`config.mk`:
```
export PLATFORM = sky130hd
export DESIGN_NAME = udma_eth_rx_packer_flat
export DESIGN_NICKNAME = d
export VERILOG_FILES = /design/src/rtl/udma_eth_rx_packer_if.sv /design/src/rtl/udma_eth_rx_packer.sv /design/src/flat_wrapper.sv
export SDC_FILE = /design/constraint.sdc
export NUM_CORES = 1
export LEC_CHECK = 0
export ABC_AREA = 1
export CAP_MARGIN = 15
export CORE_MARGIN = 3
export CORE_UTILIZATION = 48
export CTS_BUF_LIST = sky130_fd_sc_hd__clkbuf_16
export CTS_CLUSTER_SIZE = 14
export DETAILED_ROUTE_END_ITERATION = 10
export GPL_TIMING_DRIVEN = 0
export MAX_ROUTING_LAYER = met4
export PLACE_DENSITY_LB_ADDON = 0.2
export SLEW_MARGIN = 5
export SYNTH_ARGS = -nofsm -noshare
export SYNTH_HDL_FRONTEND = slang
export SYNTH_SLANG_ARGS = --single-unit
```
`constraint.sdc`:
```
create_clock -name clk_i -period 2.1 [get_ports clk_i]
set_input_delay 0.42 -clock clk_i [delete_from_list [all_inputs] [get_ports clk_i]]
set_output_delay 0.42 -clock clk_i [all_outputs]
set_load 0.05 [all_outputs]
```
`src/rtl/udma_eth_rx_packer_if.sv`:
```
`default_nettype none
// ============================================================================
// Module   : udma_eth_rx_packer_if
// Brief    : Byte stream in from the MAC RX FIFO and 32-bit word stream out
//            to the uDMA RX channel.
// Revision : 1.0 - initial release
// ============================================================================
interface udma_eth_rx_packer_if;
  logic [7:0]  s_axis_tdata;
  logic        s_axis_tvalid;
  logic        s_axis_tready;
  logic        s_axis_tlast;
  logic        s_axis_tuser;
  logic [31:0] data_rx_o;
  logic        data_rx_valid_o;
  logic        data_rx_ready_i;
  logic [1:0]  data_rx_datasize_o;

  // The packer sits on the slave side of the byte stream
  modport slave (
    input  s_axis_tdata, s_axis_tvalid, s_axis_tlast, s_axis_tuser,
    output s_axis_tready,
    output data_rx_o, data_rx_valid_o, data_rx_datasize_o,
    input  data_rx_ready_i
  );

  modport master (
    output s_axis_tdata, s_axis_tvalid, s_axis_tlast, s_axis_tuser,
    input  s_axis_tready,
    input  data_rx_o, data_rx_valid_o, data_rx_datasize_o,
    output data_rx_ready_i
  );
endinterface
`default_nettype wire

```
`src/rtl/udma_eth_rx_packer.sv`:
```
`default_nettype none
// ============================================================================
// Module   : udma_eth_rx_packer
// Brief    : Packs RX bytes little-endian into 32-bit uDMA words and appends a
//            length/error trailer word after each frame.
// Revision : 1.0 - initial release
// ============================================================================
module udma_eth_rx_packer #(
  parameter int MAX_FRAME      = 1522,
  parameter int LEN_WIDTH      = 16,
  parameter int DROP_CNT_WIDTH = 8
) (
  input  logic                      clk_i,
  input  logic                      rstn_i,
  input  logic                      cfg_en_i,
  udma_eth_rx_packer_if.slave       bus,
  output logic                      frame_done_o,
  output logic                      frame_err_o,
  output logic [DROP_CNT_WIDTH-1:0] drop_cnt_o
);

  localparam logic [1:0] ST_IDLE  = 2'd0;
  localparam logic [1:0] ST_RECV  = 2'd1;
  localparam logic [1:0] ST_DROP  = 2'd2;
  localparam logic [1:0] ST_TRAIL = 2'd3;

  localparam logic [31:0] c_max   = 32'(MAX_FRAME);
  localparam logic [31:0] c_limit = 32'(MAX_FRAME - 1);

  logic [1:0]           r_state;
  logic [1:0]           w_state_nxt;
  logic                 r_run;
  logic [23:0]          r_acc;
  logic [1:0]           r_lane;
  logic [LEN_WIDTH-1:0] r_len;
  logic                 r_bad;
  logic                 r_trunc;
  logic                 r_trl_loaded;
  logic [31:0]          r_data;
  logic                 r_valid;
  logic                 r_err;
  logic [DROP_CNT_WIDTH-1:0] r_drop;

  logic        w_slot_free;
  logic        w_tready;
  logic        w_accept;
  logic        w_pack;
  logic        w_drop_inc;
  logic        w_trl_load;
  logic        w_trl_done;
  logic        w_below;
  logic        w_flush;
  logic [31:0] w_word;
  logic [31:0] w_len32;

  assign w_slot_free = !r_valid || bus.data_rx_ready_i;
  assign w_len32     = 32'(r_len);
  assign w_below     = w_len32 < c_max;
  // The word also closes at the length limit so a partially filled word is not stranded
  assign w_flush     = w_below && ((r_lane == 2'd3) || bus.s_axis_tlast || (w_len32 == c_limit));

  always_comb begin
    w_word = 32'd0;
    case (r_lane)
      2'd0:    w_word = {24'd0, bus.s_axis_tdata};
      2'd1:    w_word = {16'd0, bus.s_axis_tdata, r_acc[7:0]};
      2'd2:    w_word = {8'd0,  bus.s_axis_tdata, r_acc[15:0]};
      default: w_word = {bus.s_axis_tdata, r_acc[23:0]};
    endcase
  end

  always_ff @(posedge clk_i or negedge rstn_i) begin
    if (!rstn_i) r_state <= ST_IDLE;
    else         r_state <= w_state_nxt;
  end

  always_comb begin
    w_state_nxt = r_state;
    case (r_state)
      ST_IDLE: begin
        if (w_accept) begin
          if (cfg_en_i) w_state_nxt = bus.s_axis_tlast ? ST_TRAIL : ST_RECV;
          else          w_state_nxt = bus.s_axis_tlast ? ST_IDLE  : ST_DROP;
        end
      end
      ST_RECV:  if (w_accept && bus.s_axis_tlast) w_state_nxt = ST_TRAIL;
      ST_DROP:  if (w_accept && bus.s_axis_tlast) w_state_nxt = ST_IDLE;
      ST_TRAIL: if (w_trl_done)                   w_state_nxt = ST_IDLE;
      default:  w_state_nxt = ST_IDLE;
    endcase
  end

  always_comb begin
    w_tready   = 1'b0;
    w_trl_load = 1'b0;
    w_trl_done = 1'b0;
    case (r_state)
      ST_IDLE:  w_tready = cfg_en_i ? w_slot_free : 1'b1;
      ST_RECV:  w_tready = w_slot_free;
      ST_DROP:  w_tready = 1'b1;
      ST_TRAIL: begin
        w_trl_load = !r_trl_loaded && w_slot_free;
        w_trl_done = r_trl_loaded && r_valid && bus.data_rx_ready_i;
      end
      default:  w_tready = 1'b0;
    endcase
    w_tready   = w_tready && r_run;
    w_accept   = bus.s_axis_tvalid && w_tready;
    w_pack     = w_accept && ((r_state == ST_RECV) || ((r_state == ST_IDLE) && cfg_en_i));
    w_drop_inc = w_accept && bus.s_axis_tlast &&
                 ((r_state == ST_DROP) || ((r_state == ST_IDLE) && !cfg_en_i));
  end

  // Holds tready low while reset is asserted and for the first cycle after
  always_ff @(posedge clk_i or negedge rstn_i) begin
    if (!rstn_i) r_run <= 1'b0;
    else         r_run <= 1'b1;
  end

  always_ff @(posedge clk_i or negedge rstn_i) begin
    if (!rstn_i) begin
      r_acc        <= '0;
      r_lane       <= '0;
      r_len        <= '0;
      r_bad        <= 1'b0;
      r_trunc      <= 1'b0;
      r_trl_loaded <= 1'b0;
      r_data       <= '0;
      r_valid      <= 1'b0;
      r_err        <= 1'b0;
      r_drop       <= '0;
    end else begin
      if (w_pack) begin
        if (r_len != {LEN_WIDTH{1'b1}}) r_len <= r_len + 1'b1;
        if (w_below) begin
          r_acc  <= w_word[23:0];
          r_lane <= w_flush ? 2'd0 : r_lane + 2'd1;
        end else begin
          r_trunc <= 1'b1;
        end
        if (bus.s_axis_tlast) r_bad <= bus.s_axis_tuser;
      end

      if (w_pack && w_flush) begin
        r_data  <= w_word;
        r_valid <= 1'b1;
      end else if (w_trl_load) begin
        r_data       <= {r_bad, r_trunc, {(30-LEN_WIDTH){1'b0}}, r_len};
        r_valid      <= 1'b1;
        r_trl_loaded <= 1'b1;
      end else if (bus.data_rx_ready_i) begin
        r_valid <= 1'b0;
      end

      if (w_trl_done) begin
        r_err        <= r_bad | r_trunc;
        r_len        <= '0;
        r_lane       <= '0;
        r_bad        <= 1'b0;
        r_trunc      <= 1'b0;
        r_trl_loaded <= 1'b0;
      end

      if (w_drop_inc && (r_drop != {DROP_CNT_WIDTH{1'b1}})) r_drop <= r_drop + 1'b1;
    end
  end

  assign bus.s_axis_tready      = w_tready;
  assign bus.data_rx_o          = r_data;
  assign bus.data_rx_valid_o    = r_valid;
  assign bus.data_rx_datasize_o = 2'b10;
  assign frame_done_o           = w_trl_done;
  assign frame_err_o            = r_err;
  assign drop_cnt_o             = r_drop;

endmodule
`default_nettype wire

```
`src/flat_wrapper.sv`:
```
// flat-port wrapper written by rule: the top's interface ports become plain ports
module udma_eth_rx_packer_flat 
#(
  parameter int MAX_FRAME      = 1522,
  parameter int LEN_WIDTH      = 16,
  parameter int DROP_CNT_WIDTH = 8
)
  (clk_i, rstn_i, cfg_en_i, frame_done_o, frame_err_o, drop_cnt_o, bus_s_axis_tdata, bus_s_axis_tvalid, bus_s_axis_tlast, bus_s_axis_tuser, bus_s_axis_tready, bus_data_rx_o, bus_data_rx_valid_o, bus_data_rx_datasize_o, bus_data_rx_ready_i);
  udma_eth_rx_packer_if bus_i ();
  input  logic clk_i;
  input  logic rstn_i;
  input  logic cfg_en_i;
  output logic frame_done_o;
  output logic frame_err_o;
  output logic [DROP_CNT_WIDTH-1:0] drop_cnt_o;
  input wire logic [$bits(bus_i.s_axis_tdata)-1:0] bus_s_axis_tdata;
  input wire logic [$bits(bus_i.s_axis_tvalid)-1:0] bus_s_axis_tvalid;
  input wire logic [$bits(bus_i.s_axis_tlast)-1:0] bus_s_axis_tlast;
  input wire logic [$bits(bus_i.s_axis_tuser)-1:0] bus_s_axis_tuser;
  output wire logic [$bits(bus_i.s_axis_tready)-1:0] bus_s_axis_tready;
  output wire logic [$bits(bus_i.data_rx_o)-1:0] bus_data_rx_o;
  output wire logic [$bits(bus_i.data_rx_valid_o)-1:0] bus_data_rx_valid_o;
  output wire logic [$bits(bus_i.data_rx_datasize_o)-1:0] bus_data_rx_datasize_o;
  input wire logic [$bits(bus_i.data_rx_ready_i)-1:0] bus_data_rx_ready_i;
  assign bus_i.s_axis_tdata = bus_s_axis_tdata;
  assign bus_i.s_axis_tvalid = bus_s_axis_tvalid;
  assign bus_i.s_axis_tlast = bus_s_axis_tlast;
  assign bus_i.s_axis_tuser = bus_s_axis_tuser;
  assign bus_s_axis_tready = bus_i.s_axis_tready;
  assign bus_data_rx_o = bus_i.data_rx_o;
  assign bus_data_rx_valid_o = bus_i.data_rx_valid_o;
  assign bus_data_rx_datasize_o = bus_i.data_rx_datasize_o;
  assign bus_i.data_rx_ready_i = bus_data_rx_ready_i;
  udma_eth_rx_packer #(.MAX_FRAME(MAX_FRAME), .LEN_WIDTH(LEN_WIDTH), .DROP_CNT_WIDTH(DROP_CNT_WIDTH)) u_core (.clk_i(clk_i), .rstn_i(rstn_i), .cfg_en_i(cfg_en_i), .bus(bus_i), .frame_done_o(frame_done_o), .frame_err_o(frame_err_o), .drop_cnt_o(drop_cnt_o));
endmodule
```
* Word-level counts from Yosys, hierarchy flattened
Index checks and enable logic that the tools add are counted.
** Word-level totals
- Register bits :: 90
- Bits of input ports :: 15
- Output and inout bits :: 46
** Operators by class
- Add/sub/neg operators :: 3
- Order comparisons :: 1
- Equality and inequality tests :: 15
- Muxes and demuxes :: 34
- Bitwise logic cells :: 1
- Reduce and logical (&&, ||, !) cells :: 37
** Operators with widths (count)
- $pmux W32 S3 :: 1
- $mux W32 :: 2
- $mux W16 :: 3
- $mux W2 :: 11
- $add A16 B1 Y16 const B :: 1
- $eq A16 B11 Y1 const B :: 1
- $lt A16 B11 Y1 const B :: 1
- $ne A16 B16 Y1 const B :: 1
- $mux W1 :: 15
- $logic_and A1 B1 Y1 :: 13
- $reduce_and A2 Y1 :: 6
- $reduce_bool A2 Y1 :: 6
- $add A8 B1 Y8 const B :: 1
- $eq A2 B2 Y1 const B :: 4
- $ne A8 B8 Y1 const B :: 1
- $pmux W2 S4 :: 1
- $ne A2 B1 Y1 const B :: 3
- $ne A2 B2 Y1 const B :: 3
- $logic_or A1 B1 Y1 :: 5
- $eq A2 B1 Y1 const B :: 2
- $logic_not A2 Y1 :: 2
- $reduce_and A4 Y1 :: 1
- $logic_not A1 Y1 :: 3
- $pmux W1 S3 :: 1
- other kinds (3) :: 3

* Depth between registers and ports, before layout
- Word-level depth :: 10
- Gate-level depth with buffers :: 12

* Worst setup path before layout
Ideal clock, no wire load.
- Path type :: register -> register
- Start :: register u_core.r_valid (netlist: u_core.bus.data_rx_valid_o)
- End :: register u_core.r_state[1]
- Library setup time :: 0.124 ns
- Arrival time :: 2.511 ns
- Required time :: 1.976 ns
- Path slack :: -0.535 ns
- Cell stages (with the launch flop) :: 7
- Path buffers :: 0
- Period minus slack after synthesis :: 2.635 ns
- Cells stage by stage :: dfrtp_1 nand2_1 nand2_1 a21boi_0 o2111ai_1 nand2_1 a21oi_1
** On the way
- Longest elaborated chain between the ends :: 9
- Elaborated cells on any way between the ends :: 15
- Those cells by class :: eq/ne (4); mux (3); reduce/logical (8)
** Ends and longest elaborated chain
- start, declared :: line udma_eth_rx_packer.sv:40 : logic r_valid;
- start signal, assigned :: line udma_eth_rx_packer.sv:129 : r_valid <= 1'b0;
- start signal, assigned :: line udma_eth_rx_packer.sv:146 : r_valid <= 1'b1;
- start signal, assigned :: line udma_eth_rx_packer.sv:149 : r_valid <= 1'b1;
- $logic_not A1 Y1 (*) :: line udma_eth_rx_packer.sv:56 : assign w_slot_free = !r_valid || bus.data_rx_ready_i;
- $logic_or A1 B1 Y1 (*) :: line udma_eth_rx_packer.sv:56
- $mux W1 :: line udma_eth_rx_packer.sv:98 : ST_IDLE: w_tready = cfg_en_i ? w_slot_free : 1'b1;
- $pmux W1 S3 (*) :: line udma_eth_rx_packer.sv:97 : case (r_state)
- $logic_and A1 B1 Y1 (*) :: line udma_eth_rx_packer.sv:107 : w_tready = w_tready && r_run;
- named net bus_s_axis_tready :: line flat_wrapper.sv:20 : output wire logic [$bits(bus_i.s_axis_tready)-1:0] bus_s_axis_tready;
- $logic_and A1 B1 Y1 (*) :: line udma_eth_rx_packer.sv:108 : w_accept = bus.s_axis_tvalid && w_tready;
- $logic_and A1 B1 Y1 :: line udma_eth_rx_packer.sv:86, udma_eth_rx_packer.sv:87
- $ne A2 B1 Y1 (no source line)
- $reduce_and A4 Y1 (no source line) (*)
- end signal, assigned :: line udma_eth_rx_packer.sv:74 : else r_state <= w_state_nxt;
- end, declared :: line udma_eth_rx_packer.sv:30 : logic [1:0] r_state;
The timed path passes the listed nets; every way through them passes the cells marked *.
A chain may end at the register's enable or synchronous reset.

* Worst setup path after layout
- Start :: input bus_data_rx_ready_i
- End :: output frame_done_o
** On the way
- Longest elaborated chain between the ends :: 2
** Ends and longest elaborated chain
- start, declared :: line flat_wrapper.sv:24 : input wire logic [$bits(bus_i.data_rx_ready_i)-1:0] bus_data_rx_ready_i;
- $logic_and A1 B1 Y1 :: line udma_eth_rx_packer.sv:103 : w_trl_done = r_trl_loaded && r_valid && bus.data_rx_ready_i;
- $mux W1 :: line udma_eth_rx_packer.sv:97
- end, declared :: line flat_wrapper.sv:13 : output logic frame_done_o;
Every way passes these cells.

==> results.md <==
- Critical path depth: 5
- Synth Register Bits: 90
- GRT overflow: 0
- Final Skew: roughly 0.0083 ns
- Port bufs: 58
- Layout cells sized above 1: a little over a tenth
- Adder-Cell Fraction of Synth Area: approximately 2.1%
- Pin count of the biggest net entering global routing: 48
- Worst path top cell family by delay: buffers and inverters
- CP cell instances: clkdlybuf4s50_1 -> nand3_1 -> nor2_4 -> buf_4 -> buf_4
- Cells on worst reg2reg path: 11
- Die footprint: between 0.01 and 0.015 sq mm
- WS Path Type: in -> out
- Max VDD drop: 696 uV
- Simple-gate share of the synthesized area: between 20% and 30%
- Wirelength per Cell: ~16 microns
- Synth unique cells: 36
- Top post-synthesis cells by area: dfrtp_1 48%, nand2_1 14%, nand3_1 7.1%
- First-pass GRT wire length: about 21000 microns
- Clk buf depth: 2
- Lkg Pwr: 0.00277 uW
- Initial Util: roughly half
- Layout Utilization: between 60 and 70%
- Max-slew headroom: between 60% and 70%
- H-tree levels: 3
- Chip Width: 105 microns
- Final Hold Fails: 0
- Post-route ant nets: 0
- Total negative slack: 0 ns
- RSZ-0062 raised after global routing: true
- Most Crowded Layer GR: met2
- WP data required: 1.68 ns
- Fin crit share: about 97%
- DR vias/cell: between 5 and 6
- Final Non-Filler Cells: about 810
- GRT Total Usage: 24.2%
- Placed insts: between 700 and 800
- Final setup violation count: 0
- Gpl congestion: around 0.92
- Yosys top cell area share: between 40% and 50%
- Drt total wl: roughly 13000 microns
- DR pass1 iterations: 5
- Power per cell area: ~1400 mW/mm^2
- Fin nets: 704
- Antenna violations before repair: 0
- Vias: 4332
- Met2 usage: about 38%
- Worst skew pair latency: between 0.3 and 0.4 ns
- Critical Path Fanout Max: 10
- Area grow syn2layout: 24.5%
- Max Clock Freq: 493 MHz
- DP Wirelength: 9180 microns
- Largest family of logic cells by synthesized area: simple AND/OR/NAND/NOR gates
- Met1 Use GR: approximately a third
- Syn. warnings: 0
- Startpoint types: input port
- Vias in the first global route: 4255
- Outcome: finished, final reports clean
- Clock Pin Slew Worst Setup and Hold Paths: ~0.070 ns
- Clk sinks: 90
- Period minus WS final: 2.03 ns
- Met3 Usage GRT: 3.77%
- Tightest Pin Transition: 0.593 ns
- Post-Syn Area: about 0.0047 sq mm
- Max_cap viols: 0
- Post-synthesis sequential area ratio: 47.7%
- Slowest cell on crit path: clkdlybuf4s50_1
- CP peak stage delay: ~0.5 ns
- Final Max Tran Viols: 0
- Gate Count Post-Synth: between 600 and 700
- Fill cells: around 850
- Hold Crit Class: in -> async
- Root buf cell: clkbuf_16
- Initial DRC Count: between 200 and 300
- Residual DRC: 0
- CTS Hold Buffers Added: 0
- Xor/xnor cell area share of the yosys netlist: under 10%
- Number of diodes: 0
- CORE AREA: roughly 0.0094 sq mm
- I/O pin total: 61
- Mux cell area share after synthesis: 0%
- CTS tree: yes
- CTS Buf Count: 9
- Crit. End Element: output pin
- Critical path buffers and inverters: 3
- Compound-Gate Fraction of Synth Area: under 10%
- CP arrival: approximately 1.6 ns
- Synth area leader: dfrtp_1
- Die Span Y: 105 microns
- Synth Area per Inst: just under 8 sq um
- Row count: 35
- Top cell by count, worst path: buf_4
layout make-up:
class	count	area [sq um]	area share, %
inverters	69	272	4.62
repair buffers	66	653	11.1
clock buffers	9	225	3.83
flip-flops and latches	90	2250	38.3
multi-input cells	422	2110	35.8
well taps	129	161	2.75
plain buffers	23	138	2.34
clock inverters	6	68.8	1.17
state kept, by name (all words and copies together), names as in the netlist, 2 cells and up:
name                  cells
u_core.r_len             16
u_core.drop_cnt_o         8
u_core.bus.data_rx_o     32
u_core.r_acc             24
u_core.r_state            2
u_core.r_lane             2
routing by layer:
layer / wire, microns / share of wire [%]
met1: 5690 / 45
met2: 6010 / 48
met3: 635 / 5.0
met4: 281 / 2.2
met5: 0 / 0
per-stage QoR:
| stage | power (uW) | setup slack (ns) | instance area (sq um) | hold slack, ns |
|---|---|---|---|---|
| 3_5_place_dp | 6810 | -0.948 | 5500 | 0.466 |
| 2_1_floorplan | 5540 | 0.223 | 4730 | 0.124 |
| 5_1_grt | 9060 | -0.00813 | 5880 | 0.131 |
| 3_3_place_gp | 6710 | -2.80 | 5470 | 0.465 |
| 4_1_cts | 8450 | 0.0512 | 5800 | 0.104 |
| 6_report | 8510 | 0.0699 | 5880 | 0.0851 |
placed cells by master (no fill, tap or decap), drive strengths merged:
cell,synthesis,routed
nand4,7,7
nand2,181,181
o22ai,25,25
clkinvlp,0,3
o21ai,42,42
xor2,12,12
conb,2,3
clkdlybuf4s50,0,55
inv,67,67
bufinv,0,1
nor3,5,5
clkinv,2,4
nand3,69,69
a21oi,10,10
nand3b,1,1
ha,8,8
dfrtp,90,90
a31o,1,1
nor2,49,49
clkbuf,6,14
buf,19,29
a21boi,1,1
nor3b,1,1
xnor2,5,5
o2111ai,1,1
nor4,1,1
worst paths after layout:
kind | from | end | slack [ns]
min | rstn_i | u_core.bus.data_rx_o[24] | 0.09
max | bus_data_rx_ready_i | frame_done_o | 0.07
min reg2reg | u_core.frame_err_o | u_core.frame_err_o | 0.49
max in group asynchronous | rstn_i | u_core.r_len[0] | 1.35
max reg2reg | u_core.r_len[1] | u_core.r_len[11] | 0.17
min in group clk_i | u_core.frame_err_o | u_core.frame_err_o | 0.49
power by group:
| group | total [uW] | internal (uW) | switching [uW] |
|---|---|---|---|
| combinational | 4050 | 1310 | 2730 |
| sequential | 2850 | 2410 | 441 |
| clock | 1620 | 920 | 700 |
| total | 8510 | 4640 | 3880 |
synth_stat cells, drive strengths merged:
cell type  number
nand4           7
nor3b           1
nand2         181
clkinv          2
a31o            1
conb            2
dfrtp          90
ha              8
nor4            1
nor3            5
a21boi          1
nand3          69
xnor2           5
buf            19
a21oi          10
clkbuf          6
inv            67
o2111ai         1
xor2           12
o22ai          25
nor2           49
nand3b          1
o21ai          42
what timing repair did:
action | CTS | global route
buffers inserted | 1 | 6
pin swaps | 1 | 3
resized for setup | 15 | 13
endpoints found under the setup margin | 8 | 42
cells by family after synthesis:
group                    after synthesis
XOR/XNOR                              17
buffers and inverters                 94
other                                  2
adder cells (fa/ha/maj)                8
AND/OR/NAND/NOR                      314
flip-flops                            90
AO/OA/AOI/OAI                         80
(Power assumes the default switching activity.)
